===== src/rtl/scan_test_controller_if.sv =====
// Vector stream from the pattern source (ROM, FIFO or bench) into the scan test controller.
// XMASK_EN adds per-bit don't-care masks for captured state and primary outputs.
interface scan_test_controller_if #(
   parameter int NUM_CHAINS = 2,
   parameter int CHAIN_LEN  = 13,
   parameter int PI_W       = 8,
   parameter int PO_W       = 8
);
   logic                            vec_valid;
   logic                            vec_ready;
   logic                            vec_last;
   logic [PI_W-1:0]                 vec_pi;
   logic [NUM_CHAINS*CHAIN_LEN-1:0] vec_scan;
   logic [NUM_CHAINS*CHAIN_LEN-1:0] vec_exp_st;
   logic [PO_W-1:0]                 vec_exp_po;
`ifdef XMASK_EN
   logic [NUM_CHAINS*CHAIN_LEN-1:0] vec_mask_st;
   logic [PO_W-1:0]                 vec_mask_po;
`endif

   modport master (
      output vec_valid, vec_last, vec_pi, vec_scan, vec_exp_st, vec_exp_po,
`ifdef XMASK_EN
      output vec_mask_st, vec_mask_po,
`endif
      input  vec_ready
   );

   modport slave (
      input  vec_valid, vec_last, vec_pi, vec_scan, vec_exp_st, vec_exp_po,
`ifdef XMASK_EN
      input  vec_mask_st, vec_mask_po,
`endif
      output vec_ready
   );
endinterface


===== src/rtl/scan_test_controller.sv =====
// Full-scan sequencer: per vector CHAIN_LEN shift cycles + capture + compare (CHAIN_LEN+3 cycles incl. LOAD);
// vec_ready only in LOAD, chains hold while the source stalls. XMASK_EN enables don't-care masking.
module scan_test_controller #(
   parameter int NUM_CHAINS = 2,
   parameter int CHAIN_LEN  = 13,
   parameter int PI_W       = 8,
   parameter int PO_W       = 8,
   parameter int CNT_W      = 16
) (
   input  logic                  clk,
   input  logic                  global_reset,
   input  logic                  start,
   input  logic                  stop_on_fail,
   scan_test_controller_if.slave vec,
   output logic                  NbarT,
   output logic [NUM_CHAINS-1:0] si,
   input  logic [NUM_CHAINS-1:0] so,
   output logic [PI_W-1:0]       dut_pi,
   input  logic [PO_W-1:0]       dut_po,
   output logic                  busy,
   output logic                  done,
   output logic                  fail,
   output logic [CNT_W-1:0]      vec_count,
   output logic [CNT_W-1:0]      fail_count,
   output logic [CNT_W-1:0]      first_fail_idx
);
   localparam int SW = NUM_CHAINS * CHAIN_LEN;
   localparam int CW = (CHAIN_LEN > 1) ? $clog2(CHAIN_LEN) : 1;

   typedef enum logic [2:0] {
      IDLE, LOAD, SHIFT, CAPTURE, COMPARE, UNLOAD, UCOMPARE, DONE
   } state_t;

   state_t          state, state_nx;
   logic [SW-1:0]   scan_sh, unload, pend_st, cmp_st, st_care, ust_care;
   logic [PI_W-1:0] pi_r;
   logic [PO_W-1:0] exp_po_r, po_r, po_care;
   logic [CW-1:0]   sh_cnt;
   logic            last_r, stop_r, first_vec;
   logic            sh_last, po_mis, st_mis, ust_mis, mis, rdy;

`ifdef XMASK_EN
   logic [SW-1:0]   pend_mask, cmp_mask;
   logic [PO_W-1:0] mask_po_r;
   assign st_care  = ~cmp_mask;
   assign ust_care = ~pend_mask;
   assign po_care  = ~mask_po_r;
`else
   assign st_care  = '1;
   assign ust_care = '1;
   assign po_care  = '1;
`endif

   function automatic logic [CNT_W-1:0] sat_inc(input logic [CNT_W-1:0] v);
      return (&v) ? v : v + 1'b1;
   endfunction

   // The unload during vector N's shift is vector N-1's capture, hence cmp_st lags pend_st by one vector.
   assign sh_last = (sh_cnt == CW'(CHAIN_LEN - 1));
   assign po_mis  = |((po_r ^ exp_po_r) & po_care);
   assign st_mis  = ~first_vec & (|((unload ^ cmp_st) & st_care));
   assign ust_mis = |((unload ^ pend_st) & ust_care);
   assign mis     = (state == UCOMPARE) ? ust_mis : (po_mis | st_mis);
   assign vec.vec_ready = rdy;

   always_comb begin
      state_nx = state;
      rdy      = 1'b0;
      NbarT    = 1'b0;
      si       = '0;
      dut_pi   = '0;
      busy     = 1'b1;
      done     = 1'b0;
      case (state)
         IDLE: begin
            busy = 1'b0;
            if (start) state_nx = LOAD;
         end
         LOAD: begin
            rdy = 1'b1;
            if (vec.vec_valid) state_nx = SHIFT;
         end
         SHIFT: begin
            NbarT = 1'b1;
            for (int c = 0; c < NUM_CHAINS; c++) si[c] = scan_sh[c*CHAIN_LEN];
            if (sh_last) state_nx = CAPTURE;
         end
         CAPTURE: begin
            dut_pi   = pi_r;
            state_nx = COMPARE;
         end
         COMPARE: begin
            if (stop_r && mis) state_nx = DONE;
            else if (last_r)   state_nx = UNLOAD;
            else               state_nx = LOAD;
         end
         UNLOAD: begin
            NbarT = 1'b1;
            if (sh_last) state_nx = UCOMPARE;
         end
         UCOMPARE: state_nx = DONE;
         DONE: begin
            busy = 1'b0;
            done = 1'b1;
            if (start) state_nx = LOAD;
         end
         default: state_nx = IDLE;
      endcase
   end

   always_ff @(posedge clk or negedge global_reset) begin
      if (!global_reset) begin
         state          <= IDLE;
         scan_sh        <= '0;
         unload         <= '0;
         pend_st        <= '0;
         cmp_st         <= '0;
         pi_r           <= '0;
         exp_po_r       <= '0;
         po_r           <= '0;
         sh_cnt         <= '0;
         last_r         <= 1'b0;
         stop_r         <= 1'b0;
         first_vec      <= 1'b1;
         fail           <= 1'b0;
         vec_count      <= '0;
         fail_count     <= '0;
         first_fail_idx <= '1;
`ifdef XMASK_EN
         pend_mask      <= '0;
         cmp_mask       <= '0;
         mask_po_r      <= '0;
`endif
      end else begin
         state <= state_nx;
         case (state)
            IDLE, DONE: if (start) begin
               vec_count      <= '0;
               fail_count     <= '0;
               first_fail_idx <= '1;
               fail           <= 1'b0;
               first_vec      <= 1'b1;
               stop_r         <= stop_on_fail;
            end
            LOAD: if (vec.vec_valid) begin
               scan_sh  <= vec.vec_scan;
               pi_r     <= vec.vec_pi;
               exp_po_r <= vec.vec_exp_po;
               last_r   <= vec.vec_last;
               cmp_st   <= pend_st;
               pend_st  <= vec.vec_exp_st;
               sh_cnt   <= '0;
`ifdef XMASK_EN
               cmp_mask  <= pend_mask;
               pend_mask <= vec.vec_mask_st;
               mask_po_r <= vec.vec_mask_po;
`endif
            end
            SHIFT, UNLOAD: begin
               sh_cnt <= sh_cnt + 1'b1;
               for (int c = 0; c < NUM_CHAINS; c++) begin
                  scan_sh[c*CHAIN_LEN +: CHAIN_LEN] <= {1'b0, scan_sh[c*CHAIN_LEN+1 +: CHAIN_LEN-1]};
                  unload[c*CHAIN_LEN +: CHAIN_LEN]  <= {so[c], unload[c*CHAIN_LEN+1 +: CHAIN_LEN-1]};
               end
            end
            CAPTURE: po_r <= dut_po;
            COMPARE: begin
               vec_count <= sat_inc(vec_count);
               first_vec <= 1'b0;
               sh_cnt    <= '0;
               if (mis) begin
                  fail       <= 1'b1;
                  fail_count <= sat_inc(fail_count);
                  if (!fail) first_fail_idx <= vec_count;
               end
            end
            UCOMPARE: if (mis) begin
               fail       <= 1'b1;
               fail_count <= sat_inc(fail_count);
               if (!fail) first_fail_idx <= vec_count - 1'b1;
            end
            default: ;
         endcase
      end
   end
endmodule


===== src/flat_wrapper.sv =====
// flat-port wrapper written by rule: the top's interface ports become plain ports
module scan_test_controller_flat 
#(
   parameter int NUM_CHAINS = 2,
   parameter int CHAIN_LEN  = 13,
   parameter int PI_W       = 8,
   parameter int PO_W       = 8,
   parameter int CNT_W      = 16
)
  (clk, global_reset, start, stop_on_fail, NbarT, si, so, dut_pi, dut_po, busy, done, fail, vec_count, fail_count, first_fail_idx, vec_vec_valid, vec_vec_last, vec_vec_pi, vec_vec_scan, vec_vec_exp_st, vec_vec_exp_po, vec_vec_ready);
  scan_test_controller_if #(.NUM_CHAINS(NUM_CHAINS), .CHAIN_LEN(CHAIN_LEN), .PI_W(PI_W), .PO_W(PO_W)) vec_i ();
  input  logic clk;
  input  logic global_reset;
  input  logic start;
  input  logic stop_on_fail;
  output logic NbarT;
  output logic [NUM_CHAINS-1:0] si;
  input  logic [NUM_CHAINS-1:0] so;
  output logic [PI_W-1:0] dut_pi;
  input  logic [PO_W-1:0] dut_po;
  output logic busy;
  output logic done;
  output logic fail;
  output logic [CNT_W-1:0] vec_count;
  output logic [CNT_W-1:0] fail_count;
  output logic [CNT_W-1:0] first_fail_idx;
  input wire logic [$bits(vec_i.vec_valid)-1:0] vec_vec_valid;
  input wire logic [$bits(vec_i.vec_last)-1:0] vec_vec_last;
  input wire logic [$bits(vec_i.vec_pi)-1:0] vec_vec_pi;
  input wire logic [$bits(vec_i.vec_scan)-1:0] vec_vec_scan;
  input wire logic [$bits(vec_i.vec_exp_st)-1:0] vec_vec_exp_st;
  input wire logic [$bits(vec_i.vec_exp_po)-1:0] vec_vec_exp_po;
  output wire logic [$bits(vec_i.vec_ready)-1:0] vec_vec_ready;
  assign vec_i.vec_valid = vec_vec_valid;
  assign vec_i.vec_last = vec_vec_last;
  assign vec_i.vec_pi = vec_vec_pi;
  assign vec_i.vec_scan = vec_vec_scan;
  assign vec_i.vec_exp_st = vec_vec_exp_st;
  assign vec_i.vec_exp_po = vec_vec_exp_po;
  assign vec_vec_ready = vec_i.vec_ready;
  scan_test_controller #(.NUM_CHAINS(NUM_CHAINS), .CHAIN_LEN(CHAIN_LEN), .PI_W(PI_W), .PO_W(PO_W), .CNT_W(CNT_W)) u_core (.clk(clk), .global_reset(global_reset), .start(start), .stop_on_fail(stop_on_fail), .vec(vec_i), .NbarT(NbarT), .si(si), .so(so), .dut_pi(dut_pi), .dut_po(dut_po), .busy(busy), .done(done), .fail(fail), .vec_count(vec_count), .fail_count(fail_count), .first_fail_idx(first_fail_idx));
endmodule

===== config.mk =====
export PLATFORM = sky130hd
export DESIGN_NAME = scan_test_controller_flat
export DESIGN_NICKNAME = d
export VERILOG_FILES = /design/src/rtl/scan_test_controller_if.sv /design/src/rtl/scan_test_controller.sv /design/src/flat_wrapper.sv
export SDC_FILE = /design/constraint.sdc
export NUM_CORES = 1
export LEC_CHECK = 0
export CAP_MARGIN = 20
export CELL_PAD_IN_SITES_DETAIL_PLACEMENT = 1
export CELL_PAD_IN_SITES_GLOBAL_PLACEMENT = 1
export CORE_ASPECT_RATIO = 0.9
export CORE_MARGIN = 2
export CORE_UTILIZATION = 25
export DETAILED_ROUTE_END_ITERATION = 7
export PLACE_DENSITY_LB_ADDON = 0.12
export SYNTH_ARGS = -nofsm -noshare
export SYNTH_HDL_FRONTEND = slang
export SYNTH_SLANG_ARGS = --single-unit

===== constraint.sdc =====
create_clock -name clk -period 2.4 [get_ports clk]
set_clock_uncertainty 0.2 [all_clocks]
set_input_delay 0.48 -clock clk [delete_from_list [all_inputs] [get_ports clk]]
set_output_delay 0.48 -clock clk [all_outputs]
set_load 0.01 [all_outputs]

==> impl_metrics.yaml <==
critical_path:
  r2r-start: "u_core.unload[0]"
  worst_ep_arrival_time_ns: 2.57
  cp_max_fo: 7
  reg2reg_to: "u_core.fail_count[8]"
  crit_type: "flip-flop to flip-flop"
  reg2reg_slack_ns: -0.05
  ff2ff_path_depth: 11
  crit_path_end_kind: "flip-flop"
  cp.required_ns: 2.52
  critPathLaunchType: "flip-flop"
routing:
  post-route-drc-count: 0
  vias: 6804
  drt_iter0_drc: 196
  ant_nets: 0
  wire_per_inst_um: 17.65
  drt-pass1-iter-count: 4
  via_per_inst: 4.548
  wl_mm: 26.41
global_routing:
  grtUsageTotal_pct: 14.13
  grt_max_degree: 53
  grt-ovfl-total: 0
  grt_antenna_before_repair: 0
  grt_pass1_wl_mm: 41.10
  grt_pass1_vias: 7122
synthesis:
  syn_nets: 871
  synth.area.top_cells: "dfrtp_1, mux2_2, xor2_1"
  netlist_area_um2: 8970
  ys_seq_area_share_pct: 52.41
  synth.distinct_cells: 62
  yosysWarnings: 0
  synth_async_sr_flop_share_pct: 100.0
  yosys.area.top_type: "dfrtp_1"
  yosysTopAreaCellShare_pct: 47.43
  synthFlopType: "dfrtp_1"
  avgSynthCellArea_um2: 11.47
  ys_ff_latch: 187
  synth-edff-count: 0
  synth_cells: 782
die:
  core_um2: 35220
  die_h_um: 183.7
  initial_core_util_pct: 25.47
  die_area_um2: 37410
  rows: 65
  die_w_um: 203.7
  io_pins: 147
power_and_ir_drop:
  power.leakage_nw: 5.297
  p_per_area_nw_per_um2: 1291
  ir_drop_v: 0.0005869
  p_total_mw: 16.57
final_layout:
  antennaDiodeCount: 0
  instances_no_fill: 1496
  final_util_pct: 36.44
  fin_area_um2: 12830
  layout.nets: 1103
  drive_gt1_share_pct: 35.44
  final_common_cell: "dfrtp_1"
  final_cell_mix: "dfrtp_1, clkdlybuf4s50_1, mux2_2, buf_4, nand2_1"
  syn_to_final_growth_pct: 43.06
clock_tree:
  clk_pin_slew_worst_paths_ns: 0.07
  cts-buffers-inserted: 17
  cts-root-buf: "clkbuf_16"
  clkLatencyLatePin_ns: 0.44
  cts_tree: "yes"
  cts_buffer_depth: 2
  cts_sinks: 187
  htree_levels: 4
timing:
  rsz0062_at_grt: "true"
  setup_viol: 15
  drv_slew: 0
  timing.final.hold_violations: 0
  finalWorstSetupSlack_ns: -0.04539
  worstMarginPinSlew_ns: 0.5144
  slew_headroom_pct: 65.44
  final.period_utilization_pct: 101.9
  max_freq_mhz: 408.9
  fin_crit_ns: 2.445
run_status:
  status: "finished with violations"
  violations: "setup timing"
placement:
  place_congestion: 0.7075
  hpwl_mm: 18.26
  port_buffers: 146
  placed_cell_area_um2: 11650
  placed_cells: 1447
worst_hold_path:
  hold_class: "flip-flop to flip-flop"
  whs_endpoint: "u_core.scan_sh[18]"
  min-delay-start: "u_core.scan_sh[18]"
  hold_path_depth: 2
job:
  max_cap_viol_count: 0
-- cell type report --
class | count | area (um^2)
clock buffer | 20 | 446.7
fill | 3823 | 22380
timing repair buffer | 253 | 2425
tap | 469 | 586.8
sequential | 187 | 4708
clock inverter | 12 | 183.9
multi-input combinational | 544 | 4441
inverter | 11 | 41.29
-- stage by stage --
stage,setup TNS (ns),hold WS (ns),worst slack [ns]
after CTS,-1.372,0.2831,-0.09640
after global routing,-4.394,0.3113,-0.1593
after global placement,-7.690,0.2573,-0.2556
after floorplan,0,-0.01559,0.1531
after detailed placement,-7.972,0.2624,-0.3515
final,-0.4388,0.2819,-0.04539
-- critical path, stage by stage (launching register included) --
cell and delay [ns]:
dfrtp_1 0.39, buf_4 0.15, xor2_2 0.15, nor4_2 0.26
buf_4 0.16, nand4_1 0.16, o21a_4 0.30, o211ai_4 0.09
buf_12 0.16, clkbuf_16 0.15, or3_1 0.10, a21oi_1 0.06
-- report_power, final --
group	total [mW]	internal [mW]	switching, mW
clock	3.12	1.79	1.33
sequential	5.59	4.55	1.04
combinational	7.86	4.11	3.76
total	16.6	10.4	6.12
-- flip-flops by register name, summed over array words and instances (netlist names) --
register               count
u_core.sh_cnt              4
u_core.scan_sh            26
u_core.exp_po_r            8
u_core.pi_r                8
u_core.first_vec           1
u_core.po_r                8
u_core.state               3
u_core.pend_st            26
u_core.stop_r              1
u_core.fail                1
u_core.unload             26
u_core.cmp_st             26
u_core.fail_count         16
u_core.last_r              1
u_core.first_fail_idx     16
u_core.vec_count          16
-- synth_stat cells (all sizes together), types with 2 or more instances --
library cell	instances
or4	4
nand2	57
nand4b	2
nand3	17
xnor2	35
nand4	14
dfrtp	170
nand2b	4
mux2i	2
xor2	53
nor2	38
a21o	3
o21ai	47
o211ai	2
nor2b	2
nor3	15
buf	15
or2	7
ha	5
dfstp	17
o22ai	24
nor4b	3
a22o	2
a2bb2oi	16
nor4	16
clkbuf	27
inv	11
or3	13
mux2	105
a21oi	20
o21a	2
and2	13
and4	2
o31ai	3
and3	4
-- how the worst max path moves through the flow --
stage / startpoint / to
3_5_place_dp: start / u_core.fail_count[13]
6_report: u_core.unload[0] / u_core.fail_count[8]
3_3_place_gp: start / u_core.fail_count[6]
2_1_floorplan: u_core.fail_count[0] / u_core.fail_count[0]
5_1_grt: u_core.state[0] / u_core.fail_count[15]
4_1_cts: u_core.exp_po_r[2] / u_core.first_fail_idx[9]
-- metal layers --
layer,vias to the layer above,global-route usage [%],part of all wire [%]
li1,3253,-,-
met1,3432,19.49,49
met2,99,23.10,47
met3,20,2.570,3.6
met4,0,2.978,1.1
met5,-,0,0
-- cell families after synthesis --
kind of cell	Yosys count	synth area share, %
AND/OR/NAND/NOR	213	12.64
flip-flops	187	52.41
AO/OA/AOI/OAI	129	9.611
multiplexers	107	13.40
XOR/XNOR	88	8.593
buffers and inverters	53	2.650
adder cells (fa/ha/maj)	5	0.6974
-- timing repair --
action | in CTS | in global routing
buffers inserted | 3 | 7
endpoints found under the hold margin | 34 | 0
setup endpoints to repair | 48 | 54
hold buffers | 1 | 0
gates resized for setup | 64 | 74
gates cloned | 1 | 5
pin swaps | 10 | 32
(Power assumes the default switching activity.)
